--- config.mk ---
export PLATFORM = sky130hd
export DESIGN_NAME = dram_rmw_ctrl
export DESIGN_NICKNAME = d
export VERILOG_FILES = /design/src/rtl/dram_rmw_ctrl.sv
export SDC_FILE = /design/constraint.sdc
export NUM_CORES = 1
export LEC_CHECK = 0
export CAP_MARGIN = 25
export CORE_ASPECT_RATIO = 0.6
export CORE_MARGIN = 2
export CORE_UTILIZATION = 30
export DETAILED_ROUTE_END_ITERATION = 16
export SLEW_MARGIN = 10
export SYNTH_ARGS = -nofsm -noshare
export SYNTH_HDL_FRONTEND = slang
export SYNTH_SLANG_ARGS = --single-unit
--- constraint.sdc ---
create_clock -name clk_i -period 2.3 [get_ports clk_i]
set_input_delay 0.69 -clock clk_i [delete_from_list [all_inputs] [get_ports clk_i]]
set_output_delay 0.69 -clock clk_i [all_outputs]
set_load 0.01 [all_outputs]
--- src/rtl/dram_rmw_ctrl.sv ---
// Single-outstanding load/store responder for a word-wide SRAM with 1-cycle read latency.
// Byte and half stores are performed as read-modify-write; loads return lane-aligned data.
module dram_rmw_ctrl #(
    parameter int AW = 10
) (
    input  logic          clk_i,
    input  logic          rst_i,
    input  logic          req_valid_i,
    output logic          req_ready_o,
    input  logic [31:0]   req_adr_i,
    input  logic [1:0]    req_op_i,
    input  logic          req_we_i,
    input  logic [31:0]   req_wdin_i,
    output logic          rsp_valid_o,
    input  logic          rsp_ready_i,
    output logic [31:0]   rsp_rdo_o,
    output logic          rsp_err_o,
    output logic          mem_en_o,
    output logic          mem_we_o,
    output logic [AW-1:0] mem_adr_o,
    output logic [31:0]   mem_wdata_o,
    input  logic [31:0]   mem_rdata_i
);

    typedef enum logic [2:0] {
        IDLE,
        RD,
        CAP,
        MRG,
        WR,
        RESP
    } state_e;

    state_e        state_q, state_d;
    logic [1:0]    off_q;
    logic [1:0]    op_q;
    logic          we_q;
    logic [31:0]   wdin_q;
    logic [AW-1:0] memAdr_q;
    logic [31:0]   memWdata_q;
    logic [31:0]   rspRdo_q;
    logic          rspErr_q;

    logic          accept;
    logic          reqErr;
    logic [4:0]    shamt;
    logic [31:0]   laneMask;
    logic [31:0]   mergeWord;

    assign accept = req_valid_i && req_ready_o;

    always_comb begin
        reqErr = 1'b0;
        if (req_op_i == 2'b11)
            reqErr = 1'b1;
        if (req_op_i == 2'b01 && req_adr_i[0] != 1'b0)
            reqErr = 1'b1;
        if (req_op_i == 2'b10 && req_adr_i[1:0] != 2'b00)
            reqErr = 1'b1;
        if ((req_adr_i >> (AW + 2)) != 32'd0)
            reqErr = 1'b1;
    end

    // Merge the stored lane(s) into the word read back during RD.
    assign shamt     = {off_q, 3'b000};
    assign laneMask  = (op_q == 2'b00) ? 32'h0000_00FF : 32'h0000_FFFF;
    assign mergeWord = (mem_rdata_i & ~(laneMask << shamt)) | ((wdin_q & laneMask) << shamt);

    always_ff @(posedge clk_i) begin
        if (rst_i)
            state_q <= IDLE;
        else
            state_q <= state_d;
    end

    always_comb begin
        state_d = state_q;
        case (state_q)
            IDLE: begin
                if (accept) begin
                    if (reqErr)
                        state_d = RESP;
                    else if (req_we_i && req_op_i == 2'b10)
                        state_d = WR;
                    else
                        state_d = RD;
                end
            end
            RD:      state_d = we_q ? MRG : CAP;
            CAP:     state_d = RESP;
            MRG:     state_d = RESP;
            WR:      state_d = RESP;
            RESP:    if (rsp_ready_i) state_d = IDLE;
            default: state_d = IDLE;
        endcase
    end

    always_ff @(posedge clk_i) begin
        if (rst_i) begin
            off_q      <= 2'b00;
            op_q       <= 2'b00;
            we_q       <= 1'b0;
            wdin_q     <= 32'd0;
            memAdr_q   <= '0;
            memWdata_q <= 32'd0;
            rspRdo_q   <= 32'd0;
            rspErr_q   <= 1'b0;
        end else begin
            case (state_q)
                IDLE: begin
                    if (accept) begin
                        off_q    <= req_adr_i[1:0];
                        op_q     <= req_op_i;
                        we_q     <= req_we_i;
                        wdin_q   <= req_wdin_i;
                        rspRdo_q <= 32'd0;
                        rspErr_q <= reqErr;
                        if (!reqErr)
                            memAdr_q <= req_adr_i[AW+1:2];
                        if (!reqErr && req_we_i && req_op_i == 2'b10)
                            memWdata_q <= req_wdin_i;
                    end
                end
                CAP:     rspRdo_q   <= mem_rdata_i >> shamt;
                MRG:     memWdata_q <= mergeWord;
                default: ;
            endcase
        end
    end

    // Reset gates every strobe so an interrupted RMW can never write.
    always_comb begin
        req_ready_o = 1'b0;
        rsp_valid_o = 1'b0;
        mem_en_o    = 1'b0;
        mem_we_o    = 1'b0;
        mem_wdata_o = memWdata_q;
        if (!rst_i) begin
            case (state_q)
                IDLE: req_ready_o = 1'b1;
                RD:   mem_en_o    = 1'b1;
                MRG: begin
                    mem_en_o    = 1'b1;
                    mem_we_o    = 1'b1;
                    mem_wdata_o = mergeWord;
                end
                WR: begin
                    mem_en_o = 1'b1;
                    mem_we_o = 1'b1;
                end
                RESP:    rsp_valid_o = 1'b1;
                default: ;
            endcase
        end
    end

    assign rsp_rdo_o = rspRdo_q;
    assign rsp_err_o = rspErr_q;
    assign mem_adr_o = memAdr_q;

endmodule
**Word level (Yosys, flattened, before mapping)**

Cells that the tools add are included.

- Word-level logic and storage cells: 75
- Output and inout port bits: 79
- Input port bits: 103
- Register bits after elaboration: 115

- Bitwise operators: 5
- Mux-type cells: 26
- Equal/unequal tests: 11
- Shift-type cells: 3
- Reductions and logical operators: 21

Operator list:

| cell | count |
|---|---|
| 32-bit 2-to-1 mux | 5 |
| 32-bit one-hot mux with 2 select lines | 2 |
| 32-bit by 16-bit AND with 32-bit output | 1 |
| 32-bit AND | 1 |
| 32-bit NOT | 1 |
| 32-bit bitwise OR | 1 |
| 32-bit nonzero test | 1 |
| 16-bit by 5-bit << shifter with 32-bit output | 1 |
| 32-bit by 5-bit << shifter with 32-bit output | 1 |
| 32-bit by 5-bit >> shifter with 32-bit output | 1 |
| 16-bit 2-to-1 mux | 1 |
| 1-bit 2-to-1 mux | 13 |
| 3-bit 2-to-1 mux | 4 |
| 3-bit one-hot mux with 4 select lines | 1 |
| 3-bit by 2-bit == test with 1-bit output, second input constant | 2 |
| 3-bit == test, second input constant | 2 |
| 1-bit logical AND | 6 |
| 2-bit != test, second input constant | 3 |
| 2-bit AND reduction | 3 |
| 3-bit AND reduction | 2 |
| 2-bit nonzero test | 3 |
| 3-bit OR reduction | 2 |
| 2-bit == test, second input constant | 2 |
| 3-bit by 1-bit == test with 1-bit output, second input constant | 1 |
| 6 further kinds | 6 |

**Depth between registers and ports, before layout**

- Depth after elaboration: 11
- Mapped depth: 8
- Gate-level depth less buffers: 5

**Worst setup path before layout**

OpenSTA, ideal clock, no wires.

- Path kind: input -> output
- Start: in rst_i
- End: out rsp_valid_o
- Data arrival time: 1.720 ns
- Slack: -0.110 ns
- Stages: 4
- Data required time: 1.610 ns
- Buffers on the path: 3
- Cell sequence: clkbuf_1 -> buf_1 -> buf_1 -> nor3b_1

- Longest elaborated chain between the ends: 1

Ends and longest elaborated chain:

| element | line | source |
|---|---|---|
| start, declared | 7 | `input logic rst_i,` |
| 1-bit 2-to-1 mux | 138 | `if (!rst_i) begin` |
| end, declared | 14 | `output logic rsp_valid_o,` |

Every way passes these cells.

**Final worst setup path**

- Start: reg op_q[0]
- End: out mem_wdata_o[25]

- Longest elaborated chain between the ends: 8
- Elaborated cells between the ends (all ways): 10
- Classes of those cells: shift (2); mux (3); bitwise (4); reduce/logical (1)

Ends and longest elaborated chain:

| element | line | source |
|---|---|---|
| start, declared | 36 | `logic [1:0] op_q;` |
| start signal, assigned | 113 | `op_q <= req_op_i;` |
| 2-bit logical NOT * | 66 | `assign laneMask = (op_q == 2'b00) ? 32'h0000_00FF : 32'h0000_FFFF;` |
| 16-bit 2-to-1 mux * | 66 |  |
| 16-bit by 5-bit << shifter with 32-bit output | 67 | `assign mergeWord = (mem_rdata_i & ~(laneMask << shamt)) \| ((wdin_q & laneMask) << shamt);` |
| 32-bit NOT | 67 |  |
| 32-bit AND | 67 |  |
| 32-bit bitwise OR * | 67 |  |
| 32-bit 2-to-1 mux * | 139 | `case (state_q)` |
| 32-bit 2-to-1 mux * | 138 |  |
| end, declared | 21 | `output logic [31:0] mem_wdata_o,` |

Mark *: on every way between the ends. The rest lies on a longest branch, timed or not.

==> reports/metrics.cfg <==
[status]
status = finished, violations left
violations = negative setup slack

[worst_setup_path]
crit_path_end_kind = output pin
path_class = flop to output pin
worstSetupStartpointType = flop
crit_arrival_ns = 1.86
cp.required_ns = 1.61
cp_max_fo = 7

[sta]
rsz0062_at_grt = true
fmax_ghz = 0.393
tightest_slew_ns = 0.672
hold_viol = 0
setup_violations = 32
finalCritPeriodShare_pct = 111
fin_crit_ns = 2.55
maxSlewViolCount = 0
skew_ns = 0.00852
setup-tns-final_ns = -4.39
max_slew_margin_pct = 55.2
layout_setup_ws_ns = -0.246
fin_worst_hold_slack_ns = 0.470

[placement]
io_buffers = 181
dpl.hpwl_mm = 17.6
routabilityCongestion = 0.873
place_ws_ns = -0.826
dp.cells = 1191

[pwr]
p_sw_uw = 1850
clkPwrFrac_pct = 27.7
peakVddDrop_uv = 371
p_sw_share_pct = 33.8
p_int_uw = 3620
leakage_uw = 0.00371
power.density_mw_per_mm2 = 580
total_power_uw = 5480
p_comb_share_pct = 37.4
p_seq_share_pct = 35.0

[synthesis]
ys_seq_area_share_pct = 35.2
ys_seq_elements = 99
yosysWarnings = 0
synth_top_cell_by_area = dfxtp_1
ys_types = 51
synthFlopType = dfxtp_1
synth_cells = 711
async_reset_ff_share_pct = 0
netlist_area_mm2 = 0.00563
synth_edf_count = 0
syn_area_per_cell_um2 = 7.92
synthTopCellsByArea = dfxtp_1, mux2i_1, nand2_1
synth_nets = 814
synth_top_area_share_pct = 35.2

[cts]
cts_buffer_depth = 2
clock-root-buffer = clkbuf_16
hold_buffers = 0
h-tree-depth = 3
clk_pin_slew_ns = 0.07
numCtsBuffers = 9
cts_tree = built
clk_latency_ns = 0.36
cts.sinks = 99

[final_layout]
fill_cells = 1719
regArea_mm2 = 0.00200
multi_input_area_mm2 = 0.00377
synthToLayoutAreaGrowth_pct = 67.7
n_antenna_cell = 0
nets = 1100
drive_gt1_share_pct = 31.5
fin_cells = 1242

[floorplan]
die_h_um = 110
coreArea_mm2 = 0.0182
ios = 182
fp.dieW_um = 181
dieArea_mm2 = 0.0199
rows = 38
initial_core_util_pct = 30.9

[drt]
postRouteAntennaNets = 0
num_vias = 6569
wirelength_mm = 24.2
wl_per_cell_um = 19.5
drc = 0
drtIter0Drc = 478
first_pass_iters = 5
via_per_inst = 5.29

[global_route]
grt-ovfl-total = 0
grt_pass1_wl_mm = 36.5
grt_max_degree = 66
antenna_found_initial = 1
grt.total_usage_pct = 24.0
grt_pass1_vias = 6403

[run]
maxCapViolations = 0

[hold_path]
min_path_type = flop to flop

-- cell usage after synthesis, types with 6 or more instances --
cell	number
o21ai_0	40
clkbuf_1	30
or2_1	8
nor2_1	71
o21ai_1	9
a21oi_1	52
a311o_1	8
nor4_1	6
mux2i_1	50
nand3_1	25
dfxtp_1	99
a31oi_1	9
o22ai_1	8
a22oi_1	16
nand3b_1	20
a311oi_2	12
buf_2	18
o211ai_1	17
mux2_2	8
nand2_1	121
a211oi_1	8
nand2b_1	28
-- final timing paths --
path	from	endpoint	slack (ns)	cells after the start
max	op_q[0]	mem_wdata_o[25]	-0.25	9
min reg2reg	rsp_rdo_o[13]	rsp_rdo_o[13]	0.47	2
max reg2reg	state_q[1]	memWdata_q[23]	0.39	6
min	rsp_rdo_o[13]	rsp_rdo_o[13]	0.47	2
-- worst max-delay path: stages (launching register included) --
cell     delay [ns]
dfxtp_4        0.36
buf_6          0.12
o31ai_4        0.21
buf_6          0.17
buf_6          0.12
buf_6          0.10
nor2_2         0.03
a21oi_2        0.16
o21ai_1        0.09
buf_2          0.14
-- power by group through the flow --
stage	combinational, uW	sequential, uW	clock, uW
CTS	1890	1910	1530
global placement	1630	1930	0
floorplan	781	1920	0
detailed placement	1630	1930	0
finish	2050	1920	1520
global route	2180	1920	1600
-- metal layers --
layer	global-route usage, %	up-vias	wire length, um
met5	0	-	0
met4	5.99	0	359
met3	6.77	23	2320
met2	35.9	295	10200
met1	33.9	3148	11300
li1	-	3103	-
-- flip-flops by register name, summed over array words and instances (netlist names) --
signal	flops
memWdata_q	32
we_q	1
state_q	3
wdin_q	16
op_q	2
off_q	2
rsp_err_o	1
rsp_rdo_o	32
mem_adr_o	10
-- stage by stage --
step	instance area [um^2]	util [%]
after floorplan	5630	-
after global placement	8460	46.5
after detailed placement	8460	46.5
after CTS	9150	50.2
after global routing	9440	51.8
final	9440	51.8
-- final cells by class --
cell class / count / share of cell area [%]
Clock buffer: 9 / 2.39
Clock inverter: 7 / 0.636
Inverter: 2 / 0.106
Multi-Input combinational cell: 550 / 39.9
Sequential cell: 99 / 21.1
Tap cell: 240 / 3.18
Timing Repair Buffer: 335 / 32.7
-- timing repair --
item | 4_1_cts | 5_1_grt
resized for setup | 272 | 60
setup buffers | 24 | 10
endpoints found under the setup margin | 37 | 47
pin swaps | 26 | 28
cloned | 3 | 0
-- logic make-up after synthesis --
family,after synthesis,share of synthesized area [%]
muxes,58,10.5
AOI/OAI and AO/OA,190,23.2
and+or+nand+nor,302,25.9
DFF,99,35.2
buffers and inverters,62,5.29
-- cell usage in the layout (no fill, tap or decap), drive strengths merged, types with 2 or more instances in the layout --
cell and count:
a31oi 9, nand3 25, buf 189, nor4 6, nand2b 28, nor2b 2, nor2 74, nand3b 21
a311o 8, o22ai 8, a311oi 16, nor3 5, clkbuf 9, o211ai 17, nand2 123, o31ai 3
clkdlybuf4s15 2, mux2 8, a21oi 52, clkdlybuf4s50 127, a211oi 8, mux2i 50, dlygate4sd2 16, dfxtp 99
a22oi 16, or2 10, inv 5, and2 2, clkinv 4, o21ai 50
Power figures use the tool's default switching activity.
